## config.mk

```make
export PLATFORM = sky130hd
export DESIGN_NAME = control_sequencer
export DESIGN_NICKNAME = d
export VERILOG_FILES = /design/src/rtl/control_sequencer.sv
export SDC_FILE = /design/constraint.sdc
export NUM_CORES = 1
export LEC_CHECK = 0
export CORE_MARGIN = 3
export CORE_UTILIZATION = 37
export DETAILED_ROUTE_END_ITERATION = 10
export GPL_TIMING_DRIVEN = 1
export MAX_ROUTING_LAYER = met4
export PLACE_DENSITY = 0.79
export RECOVER_POWER = 100
export SLEW_MARGIN = 20
export SYNTH_ARGS = -nofsm -noshare
export SYNTH_HDL_FRONTEND = slang
export SYNTH_SLANG_ARGS = --single-unit
export TNS_END_PERCENT = 20
```

## constraint.sdc

```tcl
create_clock -name i_clock -period 2.35 [get_ports i_clock]
set_input_delay 0.705 -clock i_clock [delete_from_list [all_inputs] [get_ports i_clock]]
set_output_delay 0.705 -clock i_clock [all_outputs]
set_load 0.005 [all_outputs]
```

## src/rtl/control_sequencer.sv

```systemverilog
// control_sequencer: hardwired Moore control FSM for the Mini SRC datapath.
// Sequences fetch, decode and 3-register ALU execute, and counts retired instructions.
module control_sequencer #(
   parameter int OPW  = 5,
   parameter int CNTW = 16
) (
   input  logic            i_clock,
   input  logic            i_clear,
   input  logic            i_run,
   input  logic [31:0]     i_ir,
   input  logic            i_mem_rdy,
   output logic            o_pc_out,
   output logic            o_zlow_out,
   output logic            o_mdr_out,
   output logic            o_r_out,
   output logic            o_mar_in,
   output logic            o_z_in,
   output logic            o_pc_in,
   output logic            o_mdr_in,
   output logic            o_ir_in,
   output logic            o_y_in,
   output logic            o_r_in,
   output logic            o_inc_pc,
   output logic            o_read,
   output logic            o_gra,
   output logic            o_grb,
   output logic            o_grc,
   output logic [3:0]      o_alu_op,
   output logic            o_done,
   output logic            o_halted,
   output logic            o_illegal_op,
   output logic [CNTW-1:0] o_instr_count
);

   localparam logic [3:0] S_IDLE = 4'd0;
   localparam logic [3:0] S_T0   = 4'd1;
   localparam logic [3:0] S_T1   = 4'd2;
   localparam logic [3:0] S_T2   = 4'd3;
   localparam logic [3:0] S_T3   = 4'd4;
   localparam logic [3:0] S_T4   = 4'd5;
   localparam logic [3:0] S_T5   = 4'd6;
   localparam logic [3:0] S_T6   = 4'd7;
   localparam logic [3:0] S_HALT = 4'd8;

   localparam logic [OPW-1:0] OP_ADD  = OPW'(5'b00011);
   localparam logic [OPW-1:0] OP_SUB  = OPW'(5'b00100);
   localparam logic [OPW-1:0] OP_AND  = OPW'(5'b00101);
   localparam logic [OPW-1:0] OP_OR   = OPW'(5'b00110);
   localparam logic [OPW-1:0] OP_NOP  = OPW'(5'b11010);
   localparam logic [OPW-1:0] OP_HALT = OPW'(5'b11011);

   logic [3:0]      r_state;
   logic            r_t1_wait;
   logic [CNTW-1:0] r_instr_count;

   logic [3:0]     w_next;
   logic [OPW-1:0] w_op;
   logic           w_is_alu, w_is_nop, w_is_halt;
   logic [3:0]     w_alu_code;
   logic           w_unused_ir;
   logic w_pc_out, w_zlow_out, w_mdr_out, w_r_out, w_mar_in, w_z_in, w_pc_in;
   logic w_mdr_in, w_ir_in, w_y_in, w_r_in, w_inc_pc, w_read, w_gra, w_grb, w_grc;
   logic w_done, w_halted, w_illegal;
   logic [3:0] w_alu_op;

   // Register fields only steer the datapath through Gra/Grb/Grc, never the sequencing.
   assign w_op        = i_ir[31 -: OPW];
   assign w_unused_ir = ^i_ir[31-OPW:0];
   assign w_is_nop    = (w_op == OP_NOP);
   assign w_is_halt   = (w_op == OP_HALT);

   // Opcode class and ALU function decode.
   always_comb begin
      w_is_alu   = 1'b0;
      w_alu_code = 4'd0;
      case (w_op)
         OP_ADD:  begin w_is_alu = 1'b1; w_alu_code = 4'd1; end
         OP_SUB:  begin w_is_alu = 1'b1; w_alu_code = 4'd2; end
         OP_AND:  begin w_is_alu = 1'b1; w_alu_code = 4'd3; end
         OP_OR:   begin w_is_alu = 1'b1; w_alu_code = 4'd4; end
         default: begin w_is_alu = 1'b0; w_alu_code = 4'd0; end
      endcase
   end

   // Moore strobe decode and next-state selection.
   always_comb begin
      w_next = r_state;
      {w_pc_out, w_zlow_out, w_mdr_out, w_r_out, w_mar_in, w_z_in, w_pc_in} = 7'd0;
      {w_mdr_in, w_ir_in, w_y_in, w_r_in, w_inc_pc, w_read, w_gra, w_grb, w_grc} = 9'd0;
      {w_done, w_halted, w_illegal} = 3'd0;
      w_alu_op = 4'd0;
      case (r_state)
         S_IDLE: begin
            if (i_run) w_next = S_T0;
            else       w_next = S_IDLE;
         end
         S_T0: begin
            {w_pc_out, w_mar_in, w_inc_pc, w_z_in} = 4'b1111;
            w_next = S_T1;
         end
         S_T1: begin
            // PC update only once even when memory stalls.
            {w_zlow_out, w_read, w_mdr_in} = 3'b111;
            w_pc_in = ~r_t1_wait;
            if (i_mem_rdy) w_next = S_T2;
            else           w_next = S_T1;
         end
         S_T2: begin
            {w_mdr_out, w_ir_in} = 2'b11;
            w_next = S_T3;
         end
         S_T3: begin
            if (w_is_alu) begin
               w_next = S_T4;
            end else if (w_is_halt) begin
               w_next = S_HALT;
            end else begin
               w_done    = 1'b1;
               w_illegal = ~w_is_nop;
               w_next    = i_run ? S_T0 : S_IDLE;
            end
         end
         S_T4: begin
            {w_grb, w_r_out, w_y_in} = 3'b111;
            w_next = S_T5;
         end
         S_T5: begin
            {w_grc, w_r_out, w_z_in} = 3'b111;
            w_alu_op = w_alu_code;
            w_next   = S_T6;
         end
         S_T6: begin
            {w_zlow_out, w_gra, w_r_in, w_done} = 4'b1111;
            w_next = i_run ? S_T0 : S_IDLE;
         end
         S_HALT: begin
            w_halted = 1'b1;
            w_next   = S_HALT;
         end
         default: begin
            w_next = S_IDLE;
         end
      endcase
   end

   // State, T1 stall flag and retired-instruction counter.
   always_ff @(posedge i_clock or negedge i_clear) begin
      if (!i_clear) begin
         r_state       <= S_IDLE;
         r_t1_wait     <= 1'b0;
         r_instr_count <= '0;
      end else begin
         r_state   <= w_next;
         r_t1_wait <= (r_state == S_T1) && !i_mem_rdy;
         if (w_done) r_instr_count <= r_instr_count + CNTW'(1);
         else        r_instr_count <= r_instr_count;
      end
   end

   assign o_pc_out      = w_pc_out;
   assign o_zlow_out    = w_zlow_out;
   assign o_mdr_out     = w_mdr_out;
   assign o_r_out       = w_r_out;
   assign o_mar_in      = w_mar_in;
   assign o_z_in        = w_z_in;
   assign o_pc_in       = w_pc_in;
   assign o_mdr_in      = w_mdr_in;
   assign o_ir_in       = w_ir_in;
   assign o_y_in        = w_y_in;
   assign o_r_in        = w_r_in;
   assign o_inc_pc      = w_inc_pc;
   assign o_read        = w_read;
   assign o_gra         = w_gra;
   assign o_grb         = w_grb;
   assign o_grc         = w_grc;
   assign o_alu_op      = w_alu_op;
   assign o_done        = w_done;
   assign o_halted      = w_halted;
   assign o_illegal_op  = w_illegal;
   assign o_instr_count = r_instr_count;

endmodule
```

==> flow_summary_export.csv <==
group,metric,value,unit
synthesis,synth_enable_flop_cells,0,
synthesis,synthesized_area_fraction_occupied_by_ao_oa_aoi_and_oai_cells,0.0716,
layout,share_of_final_layout_standard_cells_stronger_than_drive_strength_1,0.301,
setup_path,crit_path_frequent_cell,"buf_2",
global_routing,grt_pass1_vias,1242,
layout,area_of_all_placed_cells_without_fillers,0.00190,sq mm
detailed_routing,via_per_inst,5.16,
timing,timing_worst_slew_pin_value,1.11,ns
synthesis,synth_cell_types,41,
setup_path,cp.arrival,1.68,ns
cts,postCtsHoldBufs,0,
timing,worst_slew_margin_rel,0.260,
timing,setup_ws,-0.0351,ns
place,place_area,0.00183,sq mm
setup_path,worst-path-max-fanout,5,
global_routing,antenna_found_initial,0,
layout,diodes,0,
synthesis,yosys.area.top_type_share,0.412,
timing,finalCritPeriodShare,1.01,
synthesis,synth_adder_area_share,0.00980,
global_routing,grt_pass1_wl,5510,um
setup_path,crit_path_cell_trace,"buf_2, and3b_1, o21ai_2, buf_4, nand2_1, nor3_2, buf_2",
global_routing,maximum_number_of_pins_on_one_net_before_global_route_repair,22,
timing,setup_total_negative_slack,-0.0591,ns
detailed_routing,detail_route.drc_violations,0,
place,dp_hpwl,2450,um
floorplanning,horizontal_die_dimension,64.7,um
detailed_routing,via_count,1187,
setup_path,timing.critical_path.to_type,"output pin",
floorplanning,die_area,0.00419,sq mm
synthesis,synthesis.nets,169,
synthesis,synth_largest_area_cell,"dfrtp_1",
detailed_routing,dr.first_iter.drc_count,57,
layout,fillCellCount,313,
timing,timing.final.hold_violations,0,
synthesis,synthesized_flop_and_latch_total,21,
setup_path,timing.reg2reg.setup_slack,0.58,ns
synthesis,synth_top_flop_cell,"dfrtp_1",
hold_path,hp-class,"flop to flop",
layout,finalNetCount,224,
status,failed_checks,"negative setup slack",
pwr,total_leakage_power,1.01,nW
setup_path,ff2ff_path_depth,6,
cts,cts.reportedPaths.clkPinSlew,0.12,ns
cts,cts.sinks,21,
detailed_routing,drt_wl_total,3250,um
timing,whs,0.473,ns
pwr,report.power.total,0.00171,W
global_routing,grt-ovfl-total,0,
synthesis,simple_logic_cell_fraction_of_the_synthesized_area,0.308,
floorplanning,die_y,64.7,um
setup_path,critPathMaxStageDelay,0.20,ns
cts,cts_tree,"done",
cts,clock_path_buffers,2,
synthesis,synthesis.yosys.warnings,0,
place,dp_worst_setup_slack,-0.759,ns
timing,slew_viol_final,0,
synthesis,synth_top_family_by_area,"simple AND/OR/NAND/NOR gates",
detailed_routing,drt-pass1-iter-count,4,
timing,max_freq,419,MHz
synthesis,mappedNetlistArea,0.00128,sq mm
timing,period_needed,2.39,ns
pwr,power.ir.vdd_worst,0.512,mV
cts,clk-insertion-delay-late,0.30,ns
layout,layout-area-overhead-vs-synth,49.1,%
timing,finalSetupViolCount,2,
cts,cts_max_level,1,
pwr,power_density,898,mW/mm^2
setup_path,timing.setup.critical_path_class,"input port to output pin",
synthesis,synthMuxAreaShare,0.00882,
synthesis,cell_types_occupying_the_most_area_after_synthesis,"dfrtp_1 41%, xor2_1 8.9%, buf_4 4.1%, nand3_1 3.9%, nor2_1 2.9%",
synthesis,async_reset_ff_frac,1.00,
hold_path,min_delay_path_depth,1,
synthesis,synth_seq_area_share,0.412,
place,placement.io_buffers,46,
synthesis,synthesis.area_per_instance,9.67,sq um
detailed_routing,wire_per_inst,14.1,um
floorplanning,std_cell_rows,20,
status,result_of_the_run,"complete, but fails checks",
global_routing,globalRouteTotalUtil,0.171,
setup_path,worstSetupStartpointType,"input port",
floorplanning,core_region_area,0.00318,sq mm
detailed_routing,antenna_violating_nets_post_route,0,
timing,setup_repair_after_global_routing_missed_its_margin,"true",
timing,clock_skew,0.00667,ns
synthesis,synth_xor_area_frac,0.110,
synthesis,postSynthCellCount,132,
job,maxCapViolations,0,
place,gp_routability_congestion,0.812,
synthesis,yosys.cell_count.top_type,"dfrtp_1",
synthesis,synth_common_cells,"21 x dfrtp_1, 13 x xor2_1, 10 x nand3_1, 10 x nor2_1",
setup_path,cp_slowest_cell,"and3b_1",
setup_path,worst_ep_required_time,1.64,ns
cts,cts_made_buffers,3,
cts,ctsRootBufferMaster,"clkbuf_4",
floorplanning,design.portCount,75,
floorplanning,initial_core_util,0.402,
## repair_timing
action | CTS | global route
endpoints found under the hold margin | 0 | 0
endpoints found under the setup margin | 22 | 17
pin swaps | 9 | 5
resized for setup | 55 | 26
buffers inserted | 1 | 0
cloned | 0 | 0
## registers in the layout (all words and copies together), names as in the netlist
register	cells
r_state	4
r_t1_wait	1
o_instr_count	16
## worst max-delay path: cells and delay by family
kind,cells,cell delay (ns)
AOI/OAI and AO/OA,1,0.19
buffers and inverters,3,0.41
and+or+nand+nor,3,0.37
## per-layer routing
| layer | global-route usage | vias to the layer above | share of wire |
|---|---|---|---|
| li1 | - | 558 | - |
| met1 | 0.196 | 573 | 0.41 |
| met2 | 0.291 | 50 | 0.52 |
| met3 | 0.0329 | 6 | 0.062 |
| met4 | 0.0712 | 0 | 0.013 |
| met5 | - | - | 0 |
## through the flow
| stage | std cells | utilization |
|---|---|---|
| finish | 230 | 0.599 |
| detailed placement | 225 | 0.576 |
| floorplan | 132 | - |
| global placement | 225 | 0.576 |
| global route | 230 | 0.599 |
| CTS | 230 | 0.584 |
## power breakdown
| group | switching, W | internal, W |
|---|---|---|
| clock network | 0.000108 | 0.0000635 |
| logic | 0.000502 | 0.000527 |
| registers | 0.0000737 | 0.000433 |
| total | 0.000685 | 0.00102 |
## cell type report
| class | instances | area (sq um) | share of cell area |
|---|---|---|---|
| well taps | 44 | 55.1 | 0.0289 |
| repair buffers | 64 | 557 | 0.293 |
| multi-input cells | 94 | 727 | 0.382 |
| clock buffers | 3 | 22.5 | 0.0118 |
| clock inverters | 1 | 5.00 | 0.00263 |
| inverters | 3 | 11.3 | 0.00592 |
| flip-flops and latches | 21 | 526 | 0.276 |
## cell families (layout without fill, tap and decap cells)
kind of cell,after synthesis,count (layout)
fa+ha+maj,1,1
mux,1,1
other cells,1,1
xor+xnor,16,16
simple gates,63,63
buf+inv,17,71
flops,21,21
compound gates,12,12
## placed cells by master (no fill, tap or decap), drive strengths merged, types with 4 or more instances in the layout
cell and instances:
dfrtp 21, nand3 10, buf 25, clkbuf 8, xor2 13, nor2 11
nor3 7, nand2b 4, clkdlybuf4s50 19, nor4 6, nand2 6, dlygate4sd2 6
dlymetal6s2s 7
## final timing paths
check,start,endpoint
min in group asynchronous,i_clear,r_state[2]
hold / removal,o_instr_count[15],o_instr_count[15]
max in group asynchronous,i_clear,o_instr_count[12]
hold reg to reg,o_instr_count[15],o_instr_count[15]
setup / recovery,i_ir[27],o_illegal_op
setup reg to reg,r_state[1],o_instr_count[9]
Note: power is estimated with default switching activity, not from simulation.
==> RTL edit 1 (same flow settings) <==
`CNTW`: 16 -> 8.
--- a/src/rtl/control_sequencer.sv
+++ b/src/rtl/control_sequencer.sv
@@ -2,7 +2,7 @@
 // Sequences fetch, decode and 3-register ALU execute, and counts retired instructions.
 module control_sequencer #(
    parameter int OPW  = 5,
-   parameter int CNTW = 16
+   parameter int CNTW = 8
 ) (
    input  logic            i_clock,
    input  logic            i_clear,
Ports: changed (resized o_instr_count); port bits go from 75 to 67. No check against the original RTL was run, so the function may have changed too.
==> RTL edit 1 against the unedited design <==
- the run still ends with setup timing left
- final area is 23% lower
- first-iteration DRC count is 96% lower
- routed wire length is 26% lower
- synthesized area is 35% lower
- setup slack worse by 0.014 ns
- sequential cell count is 8 lower
- total power is 24% lower
- cell count is 23% lower
- register-to-register slack better by 0.02 ns
- clock power is 18% lower
- core utilization is 12 points higher
- combinational power is 22% lower
- die area is 32% lower
- count of clock-buffer cells in the layout is 1 higher
- critical path type is now reg -> out
- critical endpoint is now o_alu_op[1]
==> RTL edit 1: results (changes against the unedited design) <==
[status]
run_status = finished, violations left
violations = setup timing

[power]
sequentialPower_w = 0.000352  ; -31%
power.density_nw_per_um2 = 887  ; -1.2%
p_sw_share_pct = 37.2  ; -2.9 points
p_clk_share_pct = 10.9  ; +0.8 points

[timing]
worstMarginPinSlew_ns = 0.609  ; -0.501 ns
setup_viol = 2  ; unchanged
hold_ws_ns = 0.466  ; -0.00697 ns
tns_ns = -0.0565  ; +0.00257 ns
skew_ns = 0.00213  ; -0.00454 ns
setup_ws_ns = -0.0491  ; -0.0140 ns

[synth]
synth_top_cells_by_count = 13 x dfrtp_1, 12 x nand2_1, 9 x nor2_1
syn-num-nets = 129  ; -24%
yosys.cell_types.count = 36  ; -12%
ys_ff_latch = 13  ; -38%
syn_avg_cell_area_um2 = 9.07  ; -6.2%

[routing]
dr.pass1.iters = 3  ; -1
dr_wl_met3_um = 138  ; -31%

[critical_path]
crit_slowest_cell = dfrtp_1
worstSetupEndpoint = o_alu_op[1]

[placement]
placedCellCount = 167  ; -26%
gp_congestion = 0.780  ; -3.8%
dp_hpwl_um = 1810  ; -26%

[cells_and_area]
seq_area_share_pct = 22.5  ; -5.2 points
drive_above_1_share_pct = 40.4  ; +10 points
final_cell_count_no_fill = 178  ; -23%
buf_share_pct = 38.7  ; +9.5 points
n_fill_cell = 172  ; -45%

[hold_path]
holdCritStartpoint = o_instr_count[7]$_DFFE_PN0P_

[grt]
grt_pass1_wl_um = 3730  ; -32%

[clock_network]
worst_skew_pair.late_latency_ns = 0.28  ; -0.02 ns

[RTL edit 1: changes by cell type after synthesis, sizes merged, moves of 2 or more]
cell | before | now
nor2 | 11 | 9
nand2 | 6 | 12
clkbuf | 5 | 1
xor2 | 13 | 4
nor3 | 7 | 5
dfrtp | 21 | 13
nor4 | 6 | 3
nor3b | 3 | 1
nand3 | 10 | 2
nor4b | 3 | 1
[RTL edit 1: timing repair]
action                     CTS  global route
pin swaps                    9             3
buffers inserted             4             3
setup endpoints to repair   21            15
resized for setup           60            18
[RTL edit 1: critical path: cells and delay by family (launching register included)]
| kind | cells | cell delay [ns] |
|---|---|---|
| DFF | 1 | 0.40 |
| and+or+nand+nor | 4 | 0.63 |
| buffers and inverters | 2 | 0.39 |
[RTL edit 1: cell families after synthesis]
group | after synthesis | share of synthesized area, %
simple gates | 47 | 31.9
flops | 13 | 39.0
compound gates | 11 | 10.0
buf+inv | 11 | 8.70
xor+xnor | 8 | 8.39
fa+ha+maj | 1 | 1.50
other cells | 1 | 0.449
==> RTL edit 2 (config.mk and constraints unchanged) <==
Made on the original files. Put one more register stage on the output `o_instr_count`, with the module's reset. The value now appears one clock later. The other outputs are not delayed to match.
--- a/src/rtl/control_sequencer.sv
+++ b/src/rtl/control_sequencer.sv
@@ -177,6 +177,12 @@
    assign o_done        = w_done;
    assign o_halted      = w_halted;
    assign o_illegal_op  = w_illegal;
-   assign o_instr_count = r_instr_count;
+   always_ff @(posedge i_clock or negedge i_clear) begin
+      if (!i_clear) begin
+         o_instr_count <= '0;
+      end else begin
+         o_instr_count <= r_instr_count;
+      end
+   end
 
 endmodule
Formal check against the unedited RTL: not equivalent (Yosys sat finds a counterexample within 10 cycles, from zero or initial values).
==> RTL edit 2 against the unedited design <==
- setup slack got worse by 0.081 ns
- via count increased by 11%
- count of clock-buffer cells in the layout increased by 4
- non-clock buffer count increased by 4
- the flow still finishes with violations (setup timing)
- cell count increased by 13%
- clock skew increased by 0.0014 ns
- sequential cell count increased by 16
- total power increased by 42%
- final area increased by 26%
- synthesized cell count increased by 14%
- synthesized area increased by 30%
- routed wire length increased by 10%
- critical path type is now reg -> out
==> RTL edit 2: results (changes against the unedited design) <==
[floorplanning]
core-area_um2 = 4140  ; +30%

[synth]
synth_area_leaders = dfrtp_1 56%, xor2_1 5.3%, buf_4 3.6%, nor2_1 3.2%, xnor2_1 3.2%
yosys.cell_types.count = 38  ; -7.3%
async_flop_share_pct = 100  ; unchanged
synth_top_cells_by_count = 37 x dfrtp_1, 14 x nor2_1, 10 x xor2_1
syn-num-nets = 187  ; +11%
yosys_warnings = 0  ; unchanged
synth_seq_area_share_pct = 56.0  ; +15 points

[placement]
placed_area_um2 = 2200  ; +20%
gp_congestion = 0.820  ; +1.0%
pre_cts_ws_ns = -0.780  ; -0.0210 ns
dp_hpwl_um = 2500  ; +2.1%

[grt]
grt_max_degree = 38  ; +73%
grt_pass1_wl_um = 5930  ; +7.6%
grtUsageTotal_pct = 15.0  ; -2.1 points
antenna_found_initial = 0  ; unchanged

[cells_and_area]
final_nets = 247  ; +10%
drive_above_1_share_pct = 24.2  ; -5.9 points
design_area_um2 = 2390  ; +26%
top_regs = o_instr_count x16, r_instr_count x16, r_state x4
n_antenna_cell = 0  ; unchanged

[hold_path]
whs_path_depth = 0  ; -1

[routing]
wl_per_cell_um = 13.7  ; -2.8%
viasPerCell = 5.04  ; -2.4%
drt_iter0_drc = 101  ; +77%
dr.pass1.iters = 4  ; unchanged

[clock_network]
worst_skew_pair.late_latency_ns = 0.29
clockBufferDepth = 2  ; unchanged
cts_root_buffer = clkbuf_8
htreeDepth = 2  ; +1
cts_buffers = 5  ; +2
clkTransAtPathRegs_ns = 0.07  ; -0.05 ns

[timing]
skew_ns = 0.00806  ; +0.00140 ns
relSlewSlack_pct = 41.6  ; +16 points
setup_viol = 6  ; +4
setup_ws_ns = -0.116  ; -0.0805 ns

[critical_path]
cp_top_family = buffers and inverters
crit_arrival_ns = 1.76  ; +0.08 ns
crit_slowest_cell = clkdlybuf4s50_1
critical-path-max-stage-delay_ns = 0.49  ; +0.29 ns
r2r_cells = 6  ; unchanged
r2r_setup_slack_ns = 0.33  ; -0.25 ns
path_max_fanout = 10  ; +5

[power]
ir_worst_vdd_mv = 0.561  ; +9.6%
leakagePower_nw = 1.25  ; +24%

[status]
run_status = finished, violations left
violations = setup timing

RTL edit 2: per-stage QoR:
step,utilization [%],hold slack [ns],instances,setup TNS [ns]
after floorplan,-,0.352,150,0
after global placement,53.1,0.385,246,-4.95
after detailed placement,53.1,0.393,246,-5.35
after CTS,57.4,0.410,261,-0.598
after global routing,57.7,0.422,261,-0.876
final,57.7,0.406,261,-0.220
RTL edit 2: kinds of logic after synthesis:
group,count (synthesis),share of synthesized area [%]
AO/OA/AOI/OAI,14,6.74
XOR/XNOR,16,8.48
adder cells (fa/ha/maj),1,0.757
buffers and inverters,17,5.83
flip-flops,37,56.0
multiplexers,1,0.681
other,1,0.227
AND/OR/NAND/NOR,63,21.3
RTL edit 2: final timing paths:
check | start | to
min in group asynchronous | i_clear | r_instr_count[3]$_DFFE_PN0P_
max reg2reg | r_state[0]$_DFF_PN0_ | r_instr_count[1]$_DFFE_PN0P_
max in group asynchronous | i_clear | r_state[2]$_DFF_PN0_
max | r_state[1]$_DFF_PN0_ | o_pc_out
min | r_instr_count[8]$_DFFE_PN0P_ | o_instr_count[8]$_DFF_PN0_
min reg2reg | r_instr_count[8]$_DFFE_PN0P_ | o_instr_count[8]$_DFF_PN0_
RTL edit 2: routing by layer:
metal | vias to the layer above | GRT usage, % | part of all wire (%)
li1 | 623 | - | -
met1 | 631 | 17.8 | 43
met2 | 54 | 24.2 | 48
met3 | 7 | 5.23 | 7.4
met4 | 0 | 4.30 | 1.9
met5 | - | - | 0
RTL edit 2: layout make-up:
class	count	area, um^2
clock buffers	7	86.3
clock inverters	1	30.0
fillers	377	1750
inverters	2	7.51
multi-input cells	96	696
flip-flops and latches	37	927
well taps	50	62.6
repair buffers	68	583
RTL edit 2: timing repair:
action | CTS | global route
buffers inserted | 7 | 0
resized for setup | 52 | 13
setup endpoints to repair | 22 | 14
hold buffers | 0 | 0
pin swaps | 8 | 3
RTL edit 2: where the power goes:
| group | internal [W] | leakage (nW) | total (W) | switching (W) |
|---|---|---|---|---|
| Clock | 0.000346 | 0.0585 | 0.000552 | 0.000206 |
| Sequential | 0.000756 | 0.483 | 0.000857 | 0.000100 |
| Combinational | 0.000523 | 0.706 | 0.00101 | 0.000491 |
| Total | 0.00162 | 1.25 | 0.00242 | 0.000798 |
